File: src/rtl/load_frame.sv
// Replays a stored 1-bit-per-pixel frame from a row-wide synchronous RAM as a
// valid/ready pixel stream in raster order for a downstream VGA writer.
module load_frame #(
  parameter int unsigned ROWS         = 480,
  parameter int unsigned COLS         = 640,
  parameter int unsigned READ_LATENCY = 2
) (
  input  logic            CLOCK_50,
  input  logic            reset_n,
  input  logic            load_sw,
  output logic [8:0]      read_addr,
  input  logic [COLS-1:0] q,
  input  logic            pixel_ready,
  output logic            pixel_valid,
  output logic [10:0]     x,
  output logic [10:0]     y,
  output logic            pixel_color,
  output logic            done
);

  localparam int unsigned COL_W = (COLS > 1) ? $clog2(COLS) : 1;
  localparam int unsigned ROW_W = (ROWS > 1) ? $clog2(ROWS) : 1;
  localparam int unsigned LAT_W = (READ_LATENCY > 1) ? $clog2(READ_LATENCY) : 1;

  localparam logic [COL_W-1:0] COL_LAST = COL_W'(COLS - 1);
  localparam logic [ROW_W-1:0] ROW_LAST = ROW_W'(ROWS - 1);
  localparam logic [LAT_W-1:0] LAT_LOAD = LAT_W'(READ_LATENCY - 1);

  typedef enum logic [2:0] {
    S_IDLE,
    S_REQ,
    S_WAIT,
    S_CAPTURE,
    S_SCAN,
    S_DONE
  } state_t;

  state_t           state, state_next;
  logic [ROW_W-1:0] row, row_next;
  logic [COL_W-1:0] col, col_next;
  logic [LAT_W-1:0] lat, lat_next;
  logic [COLS-1:0]  line, line_next;
  logic             valid_next;
  logic             color_next;
  logic             done_next;

  // State register
  always_ff @(posedge CLOCK_50 or negedge reset_n) begin
    if (!reset_n) begin
      state <= S_IDLE;
    end else begin
      state <= state_next;
    end
  end

  // Next state, counters and the values the registered outputs will take
  always_comb begin
    state_next = state;
    row_next   = row;
    col_next   = col;
    lat_next   = lat;
    line_next  = line;

    if (state != S_IDLE && !load_sw) begin
      state_next = S_IDLE;
      row_next   = '0;
      col_next   = '0;
    end else begin
      case (state)
        S_IDLE: begin
          row_next = '0;
          col_next = '0;
          if (load_sw) state_next = S_REQ;
        end
        S_REQ: begin
          lat_next   = LAT_LOAD;
          state_next = S_WAIT;
        end
        S_WAIT: begin
          if (lat == '0) state_next = S_CAPTURE;
          else           lat_next   = lat - LAT_W'(1);
        end
        S_CAPTURE: begin
          line_next  = q;
          col_next   = '0;
          state_next = S_SCAN;
        end
        S_SCAN: begin
          // Column and row saturate at their last index instead of wrapping
          if (pixel_ready) begin
            if (col == COL_LAST) begin
              if (row == ROW_LAST) begin
                state_next = S_DONE;
              end else begin
                row_next   = row + ROW_W'(1);
                state_next = S_REQ;
              end
            end else begin
              col_next = col + COL_W'(1);
            end
          end
        end
        S_DONE: begin
          state_next = S_DONE;
        end
        default: begin
          state_next = S_IDLE;
        end
      endcase
    end

    valid_next = (state_next == S_SCAN);
    color_next = valid_next & line_next[col_next];
    done_next  = (state_next == S_DONE);
  end

  // Datapath and registered outputs
  always_ff @(posedge CLOCK_50 or negedge reset_n) begin
    if (!reset_n) begin
      row         <= '0;
      col         <= '0;
      lat         <= '0;
      line        <= '0;
      read_addr   <= '0;
      pixel_valid <= 1'b0;
      x           <= '0;
      y           <= '0;
      pixel_color <= 1'b0;
      done        <= 1'b0;
    end else begin
      row         <= row_next;
      col         <= col_next;
      lat         <= lat_next;
      line        <= line_next;
      read_addr   <= 9'(row_next);
      pixel_valid <= valid_next;
      x           <= 11'(col_next);
      y           <= 11'(row_next);
      pixel_color <= color_next;
      done        <= done_next;
    end
  end

endmodule

File: config.mk
export PLATFORM = sky130hd
export DESIGN_NAME = load_frame
export DESIGN_NICKNAME = d
export VERILOG_FILES = /design/src/rtl/load_frame.sv
export SDC_FILE = /design/constraint.sdc
export NUM_CORES = 2
export LEC_CHECK = 0
export CORE_MARGIN = 5
export CORE_UTILIZATION = 47
export CTS_CLUSTER_DIAMETER = 30
export CTS_CLUSTER_SIZE = 25
export DETAILED_ROUTE_END_ITERATION = 8
export PLACE_DENSITY = 0.79
export REMOVE_ABC_BUFFERS = 1
export SLEW_MARGIN = 20
export SYNTH_ARGS = -nofsm -noshare
export SYNTH_HDL_FRONTEND = slang
export SYNTH_SLANG_ARGS = --single-unit
File: constraint.sdc
create_clock -name CLOCK_50 -period 8.55 [get_ports CLOCK_50]
set_clock_uncertainty 0.15 [all_clocks]
set_input_delay 2.1375 -clock CLOCK_50 [delete_from_list [all_inputs] [get_ports CLOCK_50]]
set_output_delay 2.1375 -clock CLOCK_50 [all_outputs]
set_load 0.05 [all_outputs]
==> qor.yml <==
status:
  outcome: "finished, final reports clean"
timing:
  period_minus_slack_ps: 6190
  hold_violations: 0
  grt_setup_unrepaired: "false"
  max_freq_mhz: 161
  tightest_slew_ps: 1030
  totalNegativeSetupSlack_ps: 0
  drv_slew: 0
  finalSetupViolations: 0
  period_share: 0.724
  max_slew_margin: 0.310
  hold-worst-slack_ps: 312
floorplanning:
  start_util: 0.475
  fp.dieArea_mm2: 0.0735
  core-area_mm2: 0.0674
  rows: 95
  die_y_um: 271
  ios: 678
  die_w_um: 271
cells_and_area:
  nNetsFinal: 4859
  final_common_cell: "nand2_1"
  utilization: 0.655
  drive_gt1_frac: 0.0987
  finish.instance_area_mm2: 0.0441
  fin_cells: 5221
  fillerInstances: 5229
  layout_common_cells: "1682 x nand2_1, 673 x clkdlybuf4s50_1, 666 x dfrtp_1"
  area_delta_synth_final_pct: 37.7
placed_design:
  gp_congestion: 0.872
  numPortBuffers: 674
  place_area_mm2: 0.0390
  placed_cells: 4941
  hpwl_mm: 79.5
power_and_ir_drop:
  p_leak_nw: 22.0
  irDropWorstVdd_mv: 0.208
  power_density_mw_per_mm2: 342
yosys:
  synth_top_area_cell: "dfrtp_1"
  async_reset_ff_frac: 1.00
  ys_seq_area_frac: 0.520
  synth_top_area_frac: 0.520
  synth_seq_cells: 666
  avgSynthCellArea_um2: 8.89
  syn_inst: 3603
  yosysWarnings: 0
  syn_area_mm2: 0.0320
  synth_edf_count: 0
  synth_top_cells_by_area: "dfrtp_1 52%, nand2_1 20%, mux2i_1 7.0%, mux2_2 3.9%, buf_2 1.8%"
  ys.flop_type: "dfrtp_1"
  synth_cell_types: 83
route:
  drt_iter0_drc: 2406
  vias_per_cell: 5.50
  routed_wl_mm: 117
  wl_per_cell_um: 22.5
  ant_nets: 0
  vias: 28700
  drc: 0
  drt-pass1-iter-count: 5
cts:
  hold_buffers: 0
  clk_pin_slew_ps: 40
  cts-htree-levels: 4
  cts_resized: 0
  cts.sinks: 666
  insertion_delay_ps: 710
  root_buffer: "clkbuf_16"
  cts_tree: "built"
  postCtsSetupBuffers: 0
  cts_buffers: 143
  cts_buffer_depth: 3
global_routing:
  grt_use_total: 0.312
  antenna_found_initial: 24
  grt_max_degree: 189
  grt_pass1_vias: 29500
  grt_overflow: 0
  grt_pass1_wl_mm: 177
worst_setup_path:
  cp-end-kind: "flop"
  crit_fanout: 75
  worstReg2RegStart: "x[0]$_DFF_PN0_"
  required_ps: 8950
  crit_type: "in -> reg"
  worstSetupStartpoint: "load_sw"
  start_kind: "primary input"
  worstPathArrival_ps: 6590
worst_hold_path:
  worst_hold_startpoint: "line[381]$_DFF_PN0_"
  hp-class: "reg -> reg"
job:
  cap_violations: 0
[worst max-delay path, cell delays in order]
cell and delay (ps):
clkdlybuf4s50_1 810, and2_4 690, buf_4 710, mux2_2 420, or3_1 300, o211ai_1 100
o311ai_1 130, o31a_1 180, a211oi_1 480, a2111oi_0 200, o31ai_1 310, a31oi_1 70
[cell type report]
class,count,area (µm²),share of cell area
Timing Repair Buffer,709,7160,0.162
Tap cell,873,1090,0.0248
Clock inverter,79,1100,0.0249
Sequential cell,666,16700,0.378
Multi-Input combinational cell,2679,14000,0.317
Inverter,14,62.6,0.00142
Clock buffer,181,3990,0.0903
Antenna cell,20,50.0,0.00113
[cells in the mapped netlist (12+ instances only)]
library cell  count
buf_6            13
a31oi_1          15
nor2_1          122
clkbuf_1         45
nand2_1        1683
o21ai_0          84
nor3_1           15
dfrtp_1         666
a22oi_1          19
o21a_1           20
mux2_2          111
o221ai_1         13
nand3_1          22
mux2i_1         224
a21o_1           15
or3_1            30
o22ai_1          12
buf_2           117
buf_4            60
a21oi_1          53
a211oi_1         13
o211ai_1         63
[worst paths after layout]
path,endpoint,slack [ps],cells past startpoint
worst min register to register,line[381]$_DFF_PN0_,310,2
worst min-delay path,line[381]$_DFF_PN0_,310,2
worst max register to register,pixel_color$_DFF_PN0_,3480,14
worst max-delay path,pixel_color$_DFF_PN0_,2360,12
min in group asynchronous,line[182]$_DFF_PN0_,1350,1
max in group asynchronous,line[301]$_DFF_PN0_,5230,3
[power by group]
group          switching (mW)  leakage, nW  total (mW)  internal [mW]
Sequential              0.373         8.57        4.88           4.50
Combinational            2.74         11.0        4.46           1.72
Clock                    1.82         2.46        5.75           3.94
Total                    4.93         22.0        15.1           10.2
[through the flow]
| stage | total power, mW | worst slack (ps) |
|---|---|---|
| floorplan | 7.95 | -7880 |
| global route | 15.9 | 2090 |
| finish | 15.1 | 2360 |
| detailed placement | 9.26 | 1560 |
| global placement | 9.12 | 1640 |
| CTS | 15.1 | 2280 |
[layer usage]
metal	GRT usage	share of wire
met1	0.388	0.39
met2	0.505	0.48
met3	0.0852	0.082
met4	0.150	0.046
met5	0	0.0011
[logic make-up (layout without fill, tap and decap cells)]
logic type / count (synthesis) / after routing / synth area share
compound gates: 384 / 384 / 0.0815
xor+xnor: 8 / 8 / 0.00219
fa+ha+maj: 2 / 2 / 0.000781
buf+inv: 260 / 983 / 0.0452
flops: 666 / 666 / 0.520
mux: 338 / 338 / 0.111
other cells: 1 / 23 / 0.000117
simple gates: 1944 / 1944 / 0.239
[sequential cells by signal, summed over array words and instances (netlist names)]
register,cells
row,9
x,10
state,3
pixel_color,1
line,640
lat,1
done,1
pixel_valid,1
(Power assumes the default switching activity.)
